==> src/rtl/nibble_accum.sv <==
// nibble_accum: 8-bit running-total accumulator fed with 4-bit operands.
// A single 4-bit ripple adder (no carry-in) is reused for two passes per
// operand: the low nibble pass adds the operand, the high nibble pass folds
// in the carry from the low pass.
//
// Handshake: an operand transfers on a rising edge where in_valid && in_ready;
// in_ready is high only in IDLE while clear is low, so clear always wins over
// a pending operand. out_valid is a one-cycle pulse in DONE marking a fresh acc.

module ripple4adder (
   input  logic [3:0] a,
   input  logic [3:0] b,
   output logic [3:0] sum,
   output logic       carry
);

   logic [4:0] w_c;

   assign w_c[0] = 1'b0;

   for (genvar i = 0; i < 4; i++) begin : g_bit
      assign sum[i]   = a[i] ^ b[i] ^ w_c[i];
      assign w_c[i+1] = (a[i] & b[i]) | (w_c[i] & (a[i] ^ b[i]));
   end

   assign carry = w_c[4];

endmodule

module nibble_accum (
   input  logic       clk,
   input  logic       rst,
   input  logic       in_valid,
   input  logic [3:0] in_data,
   output logic       in_ready,
   input  logic       clear,
   output logic [7:0] acc,
   output logic       out_valid,
   output logic       overflow,
   output logic [3:0] count
);

   typedef enum logic [1:0] {
      S_IDLE = 2'd0,
      S_LO   = 2'd1,
      S_HI   = 2'd2,
      S_DONE = 2'd3
   } state_t;

   state_t     r_state;
   state_t     w_next_state;

   logic [3:0] r_op;
   logic       r_carry;
   logic [7:0] r_acc;
   logic       r_ovf;
   logic [3:0] r_count;

   logic       w_hs;
   logic [3:0] w_add_a;
   logic [3:0] w_add_b;
   logic [3:0] w_add_sum;
   logic       w_add_carry;

   // Shared adder: operands selected by the current pass
   ripple4adder u_add (
      .a     (w_add_a),
      .b     (w_add_b),
      .sum   (w_add_sum),
      .carry (w_add_carry)
   );

   assign w_hs = in_valid && in_ready;

   // State register
   always_ff @(posedge clk or posedge rst) begin
      if (rst) begin
         r_state <= S_IDLE;
      end else begin
         r_state <= w_next_state;
      end
   end

   // Next-state logic: only IDLE waits, the passes advance unconditionally
   always_comb begin
      w_next_state = r_state;
      case (r_state)
         S_IDLE:  if (w_hs) w_next_state = S_LO;
         S_LO:    w_next_state = S_HI;
         S_HI:    w_next_state = S_DONE;
         S_DONE:  w_next_state = S_IDLE;
         default: w_next_state = S_IDLE;
      endcase
   end

   // Outputs and adder operand selection decoded from state
   always_comb begin
      in_ready  = 1'b0;
      out_valid = 1'b0;
      w_add_a   = r_acc[3:0];
      w_add_b   = r_op;
      case (r_state)
         S_IDLE: in_ready = ~clear;
         S_HI: begin
            w_add_a = r_acc[7:4];
            w_add_b = {3'b000, r_carry};
         end
         S_DONE: out_valid = 1'b1;
         default: ;
      endcase
   end

   // Datapath: operand capture, clear, and the two nibble write-backs
   always_ff @(posedge clk or posedge rst) begin
      if (rst) begin
         r_op    <= 4'h0;
         r_carry <= 1'b0;
         r_acc   <= 8'h00;
         r_ovf   <= 1'b0;
         r_count <= 4'h0;
      end else begin
         case (r_state)
            S_IDLE: begin
               if (clear) begin
                  r_acc   <= 8'h00;
                  r_ovf   <= 1'b0;
                  r_count <= 4'h0;
               end else if (w_hs) begin
                  r_op <= in_data;
                  if (r_count != 4'hF) begin
                     r_count <= r_count + 4'h1;
                  end
               end
            end
            S_LO: begin
               r_acc[3:0] <= w_add_sum;
               r_carry    <= w_add_carry;
            end
            S_HI: begin
               r_acc[7:4] <= w_add_sum;
               r_ovf      <= r_ovf | w_add_carry;
            end
            default: ;
         endcase
      end
   end

   assign acc      = r_acc;
   assign overflow = r_ovf;
   assign count    = r_count;

endmodule

==> config.mk <==
export PLATFORM = sky130hd
export DESIGN_NAME = nibble_accum
export DESIGN_NICKNAME = d
export VERILOG_FILES = /design/src/rtl/nibble_accum.sv
export SDC_FILE = /design/constraint.sdc
export NUM_CORES = 1
export LEC_CHECK = 0
export BUFFER_PORTS_ARGS = -buffer_cell sky130_fd_sc_hd__buf_4
export CAP_MARGIN = 20
export CORE_ASPECT_RATIO = 0.75
export CORE_MARGIN = 2
export CORE_UTILIZATION = 35
export CTS_BUF_LIST = sky130_fd_sc_hd__clkbuf_16
export CTS_CLUSTER_SIZE = 20
export DETAILED_ROUTE_END_ITERATION = 16
export SLEW_MARGIN = 40
export SYNTH_ARGS = -nofsm -noshare
export SYNTH_HDL_FRONTEND = slang
export SYNTH_SLANG_ARGS = --single-unit
==> constraint.sdc <==
create_clock -name clk -period 5.8 [get_ports clk]
set_input_delay 0.58 -clock clk [delete_from_list [all_inputs] [get_ports clk]]
set_output_delay 0.58 -clock clk [all_outputs]
set_load 0.01 [all_outputs]
# == Word-level counts from Yosys, hierarchy flattened ==
# Cells that the tools add are included.
# classes
add_sub_neg,1
n_eq_ne,6
muxes,14
bitwise,19
reduce_logical,10
# ops
op,n
4-bit 2-to-1 mux,5
4-bit case mux with 2 select lines,2
8-bit 2-to-1 mux,1
2-bit case mux with 4 select lines,1
2-bit nonzero test,4
1-bit AND,7
1-bit XOR,7
3-bit AND reduction,2
4-bit by 1-bit adder with 4-bit output (second input constant),1
2-bit == test (second input constant),2
2-bit inequality test (second input constant),2
4-bit inequality test (second input constant),1
1-bit OR,4
2-bit AND reduction,2
1-bit 2-to-1 mux,3
2-bit by 1-bit == test with 1-bit output (second input constant),1
2-bit logical NOT,1
2-bit 2-to-1 mux,1
1-bit case mux with 2 select lines,1
1-bit logical AND,1
1-bit inverter,1
# word_totals
reg_bits,20
input_bits,8
wordCells,57

# == Longest topological paths before layout ==
# Gate-level depths: netlist (run 1).
# logic_depth
word_depth,11
depth_mapped,11

# == By module ==
# From an unflattened synthesis (run 1), not the netlist that was laid out.
# hier_totals
cells_unflattened,101
area_unflattened_um2,1172.4
# by_module_without_submodules
mod,n_inst,cells_each,area_each_um2
nibble_accum,1,87,1062.3
ripple4adder,1,14,110.1

# == Least setup slack after synthesis (run 1) ==
# Ideal clock, no wire load.
# synth_path
path_type,register -> register
start,register r_state[0]
end,"register r_acc[3], in the netlist acc[3]"
setup_time_ps,122
arrival_ps,2573
path_slack_ps,3105
path_stages_with_launch,10
path_buffers,1
cell_sequence,dfrtp_1 > inv_1 > ha_1 > buf_2 > mux2i_1 > fa_1 > fa_1 > inv_1 > fa_1 > a32o_1
# synth_between
elab_chain_len,9
elab_cells_between_ends,20
classes_between,3 x eq/ne; 3 x mux; 11 x bitwise; 3 x reduce/logical
# synth_lines
item,line,text
start: declaration,50,state_t r_state;
start signal: assignment,80,r_state <= w_next_state;
2-bit == test,102,case (r_state)
4-bit 2-to-1 mux,102,
1-bit AND / 1-bit XOR (equally long branches),23,assign w_c[i+1] = (a[i] & b[i]) | (w_c[i] & (a[i] ^ b[i]));
1-bit AND,23,
1-bit OR,23,
1-bit AND,23,
1-bit OR,23,
1-bit XOR,22,assign sum[i] = a[i] ^ b[i] ^ w_c[i];
4-bit case mux with 2 select lines,122,case (r_state)
end signal: assignment,136,r_acc[3:0] <= w_add_sum;
end: declaration,55,logic [7:0] r_acc;
# Parallel ways exist; a longest one is shown, timed or not.
# A chain may end at the register's enable or synchronous reset.

# == Worst setup path after layout (run 1) ==
# Same ends and word-level chain as after synthesis.

==> flow_summary.toml, run 1 <==
[power_and_ir_drop]
p_leak_nw = 0.674
switching_share = 0.376
p_int_mw = 0.487
combPwrFrac = 0.507
irDropWorstVdd_mv = 0.224
clkPwrFrac = 0.182
power.net_switching_mw = 0.294
pwr-share-seq = 0.312
powerDensity_mw_per_mm2 = 560

[worst_setup_path]
cp_num_buf_inv = 3
crit_chain = "inv_1, ha_1, mux2_2, ha_1, inv_1, fa_1, fa_1, inv_1, fa_1, a32o_1"
required_ns = 5.94
cpLargestDelayFamily = "adder cells"
crit_arrival_ns = 3.25
critPathCaptureType = "register"
critical_path_class = "reg -> reg"
slowest_delay_ns = 0.52
critPathMaxFanout = 15
startpoint_type = "register"
crit_slowest_cell = "ha_1"

[global_route]
antenna_found_initial = 0
grt_max_degree = 21
grt_usage = 0.137
grt_overflow = 0
first_global_vias = 770
grt_pass1_wl_mm = 3.75

[clock_tree]
root_buffer = "clkbuf_16"
hold_buffers = 0
clkTransAtPathRegs_ns = 0.06
cts_buffers = 3
cts_tree = "done"
cts_buffer_depth = 2
ctsResizeCount = 0
clock-sinks = 20
h-tree-depth = 1
postCtsSetupBuffers = 0
clk_latency_ns = 0.25

[die]
core_area_mm2 = 0.00302
dieArea_mm2 = 0.00372
die_x_um = 69.8
io_pins = 23
start_util = 0.376
floorplan.rows = 17
die_y_um = 53.3

[cells_and_area]
final_nets = 133
final_cell_mix = "buf_4, dfrtp_1, inv_1"
diodes = 0
final_cells = 153
area_growth_pct = 22.8
final_area_mm2 = 0.00139
mostFrequentLayoutCell = "buf_4"
drive_gt1_frac = 0.339

[outcome]
status = "completed"

[sta]
period_share = 0.536
hold_viol = 0
worst_slew_pin_slew_ns = 0.574
grt_setup_unrepaired = "false"
drv_slew = 0
finalSetupTns_ns = 0
maxSlewHeadroom = 0.618
setup_viol = 0
fin_crit_ns = 3.11
fin_skew_ns = 0.00128
max_freq_mhz = 322

[detailed_routing]
ant_nets = 0
post-route-drc-count = 0
totalWireLength_mm = 2.21
drtIter0Drc = 28
viasPerCell = 5.10
drt_pass1_iterations = 4
avgRoutedWirePerCell_um = 14.4
num_vias = 780

[synthesis]
ys_seq_area_frac = 0.441
synth.ff_latch_count = 20
yosysWarnings = 0
synth.distinct_cells = 30
syn_inst = 93
syn_area_per_cell_um2 = 12.2
syn-num-nets = 110
netlist_area_mm2 = 0.00113

[place]
gp_congestion = 0.798
portBuffers = 22
placed_area_mm2 = 0.00132
dp_hpwl_mm = 1.65
dp.cells = 149

[job]
cap_violations = 0

[worst_hold_path]
hold_path.class = "in -> async"
[state kept, by name, summed over array words and instances, names as in the netlist]
register and cells:
count 4, r_op 4, acc 8, r_state 2, overflow 1, r_carry 1
[worst reg2reg max path: cells and delay by family, from the launching register on]
family,cells,cell delay (ns)
AOI/OAI and AO/OA,1,0.26
adders and majority gates,5,1.82
buffers and inverters,3,0.22
DFF,1,0.42
muxes,1,0.28
[per-stage QoR]
step / hold slack, ns / worst slack [ns] / power [mW] / util
after global routing: 0.367 / 2.48 / 0.849 / 0.461
after floorplan: 0.473 / 3.11 / 0.526 / -
final: 0.326 / 2.69 / 0.781 / 0.461
after global placement: 0.499 / 2.80 / 0.633 / 0.435
after detailed placement: 0.508 / 2.72 / 0.639 / 0.435
after CTS: 0.500 / 2.68 / 0.789 / 0.461
[area by class of cell]
type / count / area, um^2
Fill cell: 291 / 1630
Multi-Input combinational cell: 59 / 557
Sequential cell: 20 / 500
Timing Repair Buffer: 22 / 165
Clock buffer: 3 / 75.1
Tap cell: 38 / 47.5
Inverter: 10 / 45.0
Clock inverter: 1 / 3.75
[cells in the mapped netlist]
cell type / n / area share
ha_1: 6 / 0.066
a22o_1: 4 / 0.031
dfrtp_1: 20 / 0.44
nor2_1: 4 / 0.013
a41o_1: 1 / 0.0088
o21ai_0: 1 / 0.0044
nor2b_1: 1 / 0.0055
o22a_1: 1 / 0.0077
inv_8: 1 / 0.0099
a32o_1: 4 / 0.035
o311ai_0: 2 / 0.015
inv_1: 9 / 0.030
nand2b_1: 5 / 0.028
a21oi_1: 3 / 0.013
nand2_1: 1 / 0.0033
o21ai_2: 2 / 0.015
buf_6: 2 / 0.020
mux2_2: 5 / 0.050
and3_1: 1 / 0.0055
and2_1: 1 / 0.0055
o211ai_1: 1 / 0.0066
nand2_8: 1 / 0.018
nand4_1: 3 / 0.017
a31oi_1: 1 / 0.0055
a311o_1: 1 / 0.0088
mux2i_1: 2 / 0.018
nand3_1: 1 / 0.0044
buf_2: 2 / 0.0088
fa_1: 3 / 0.053
mux2_4: 4 / 0.053
[metal layers]
| layer | vias up | global-route usage | routed length (um) |
|---|---|---|---|
| met5 | - | 0 | 0 |
| met4 | 0 | 0.0577 | 34 |
| met3 | 4 | 0.0533 | 103 |
| met2 | 14 | 0.207 | 998 |
| met1 | 381 | 0.178 | 1070 |
| li1 | 381 | - | - |
[power groups by stage]
stage                     Sequential (mW)  Combinational, mW  Clock, mW
after detailed placement            0.245              0.393          0
after global placement              0.243              0.390          0
after global routing                0.252              0.444      0.153
after floorplan                     0.249              0.277          0
final                               0.243              0.395      0.142
after CTS                           0.244              0.400      0.146
[path summary, 6_finish.rpt]
| path | cells past startpoint | end | startpoint | slack (ns) |
|---|---|---|---|---|
| max reg2reg | 10 | acc[3] | r_state[0] | 2.69 |
| max | 10 | acc[3] | r_state[0] | 2.69 |
| min | 2 | acc[5] | rst | 0.33 |
| min reg2reg | 1 | r_op[3] | r_op[3] | 0.52 |
| min in group clk | 1 | r_op[3] | r_op[3] | 0.52 |
| max in group asynchronous | 2 | overflow | rst | 5.18 |
[kinds of logic after synthesis]
| family | Yosys count | synth area share |
|---|---|---|
| AO/OA/AOI/OAI | 21 | 0.152 |
| adder cells (fa/ha/maj) | 9 | 0.119 |
| buffers and inverters | 14 | 0.0684 |
| flip-flops | 20 | 0.441 |
| multiplexers | 11 | 0.120 |
| AND/OR/NAND/NOR | 18 | 0.0992 |
(Power assumes the default switching activity.)
==> run 2, diff against run 1 <==
==> constraint.sdc (replaced) <==
create_clock -name clk -period 3 [get_ports clk]
set_input_delay 0.3 -clock clk [delete_from_list [all_inputs] [get_ports clk]]
set_output_delay 0.3 -clock clk [all_outputs]
set_load 0.01 [all_outputs]
==> run 2 against run 1 <==
Net effect:
- register-to-register slack got worse by 2.5 ns
- largest power group unchanged
- sequential power rose by 94%
- cell count grew 0.65%
- via count is 5.5% higher
- highest routed layer unchanged
- routed wire length is 6.0% higher
- sequential cell count did not move
==> flow_summary.toml, run 2 (same netlist as run 1, synthesis figures left out) <==
[sta]
period_share = 0.923
maxSlewHeadroom = 0.664
worst_slew_pin_slew_ns = 0.504
max_freq_mhz = 361
grt_setup_unrepaired = "false"
hold_viol = 0
setup_viol = 0
finalSetupTns_ns = 0
fin_skew_ns = 0.00362
drv_slew = 0
worst_slack_ns = 0.232
fin_crit_ns = 2.77

[detailed_routing]
avgRoutedWirePerCell_um = 15.2
num_vias = 823
totalWireLength_mm = 2.34
drtIter0Drc = 49
ant_nets = 0
drt_pass1_iterations = 4
met2_length_mm = 1.03
drt-met1-wl_mm = 1.20
viasPerCell = 5.34
dr_wl_met3_um = 103
post-route-drc-count = 0
top_layer_used = "met4"

[die]
io_pins = 23
die_x_um = 69.8
dieArea_mm2 = 0.00372
core_area_mm2 = 0.00302
die_y_um = 53.3
floorplan.rows = 17
start_util = 0.376

[worst_setup_path]
rrSetupSlack_ns = 0.23
timing.rr.start = "r_state[0]"
critical_path_class = "reg -> reg"
required_ns = 3.14
r2r_cells = 10
reg2reg_to = "acc[3]"
crit_arrival_ns = 2.90
startpoint_type = "register"
critPathMaxFanout = 4
critPathCaptureType = "register"

[outcome]
status = "completed"

[cells_and_area]
largest_register_ffs = 8
area_growth_pct = 23.8
drive_gt1_frac = 0.353
mostFrequentLayoutCell = "buf_4"
final_area_mm2 = 0.00141
diodes = 0
final_cells = 154
final_nets = 135
fill_cells = 285
final_cell_mix = "buf_4, dfrtp_1, inv_1"

[global_route]
antenna_found_initial = 0
first_global_vias = 791
grt_usage = 0.142
grt_overflow = 0
grt_pass1_wl_mm = 3.99
grt_max_degree = 21

[clock_tree]
cts_buffers = 3
cts_buffer_depth = 2
ctsResizeCount = 0
hold_buffers = 0
root_buffer = "clkbuf_16"
clkTransAtPathRegs_ns = 0.05
h-tree-depth = 1
cts_tree = "done"
postCtsSetupBuffers = 0
clk_latency_ns = 0.25
clock-sinks = 20

[power_and_ir_drop]
powerDensity_mw_per_mm2 = 1090
p_leak_nw = 0.683
p_total_mw = 1.53
irDropWorstVdd_mv = 0.433

[place]
dp_hpwl_mm = 1.74
gp_congestion = 0.765
preCtsSetupSlack_ns = 0.235
placed_area_mm2 = 0.00133
dp.cells = 151
portBuffers = 22

[job]
cap_violations = 0

[worst_hold_path]
hold_path.class = "in -> async"
[run 2: per-layer routing]
layer | vias to the layer above | GRT usage
li1 | 386 | -
met1 | 418 | 0.201
met2 | 17 | 0.196
met3 | 2 | 0.0533
met4 | 0 | 0.0545
met5 | - | 0
[run 2: where the power goes]
part / internal [mW] / total, mW / switching [mW]
logic: 0.400 / 0.797 / 0.397
clock network: 0.175 / 0.265 / 0.0895
registers: 0.381 / 0.472 / 0.0909
total: 0.956 / 1.53 / 0.578
[run 2: layout make-up]
cell class	count	area, um^2	area share
repair buffers	24	180	0.128
clock buffers	3	75.1	0.0534
well taps	38	47.5	0.0338
multi-input cells	59	557	0.396
inverters	10	45.0	0.0321
flip-flops and latches	20	500	0.356
[run 2: stage by stage]
stage	hold slack, ns	utilization
3_5_place_dp	0.496	0.440
6_report	0.0538	0.465
4_1_cts	0.224	0.465
5_1_grt	0.0908	0.465
3_3_place_gp	0.479	0.440
2_1_floorplan	0.264	-
[run 2: worst max-delay path by stage]
stage / from / end / depth (start not counted)
final: r_state[0] / acc[3] / 10
after detailed placement: r_state[0] / acc[3] / 10
after CTS: r_state[0] / acc[3] / 10
after floorplan: r_state[0] / acc[3] / 9
after global placement: r_state[0] / acc[7] / 10
after global routing: r_state[0] / acc[7] / 10
[run 2: critical path, stage by stage (launching register included)]
cell	delay, ns
dfrtp_1	0.40
inv_1	0.08
ha_1	0.24
mux2_2	0.23
ha_1	0.14
inv_1	0.05
fa_1	0.37
fa_1	0.37
inv_1	0.07
fa_1	0.43
a32o_1	0.26
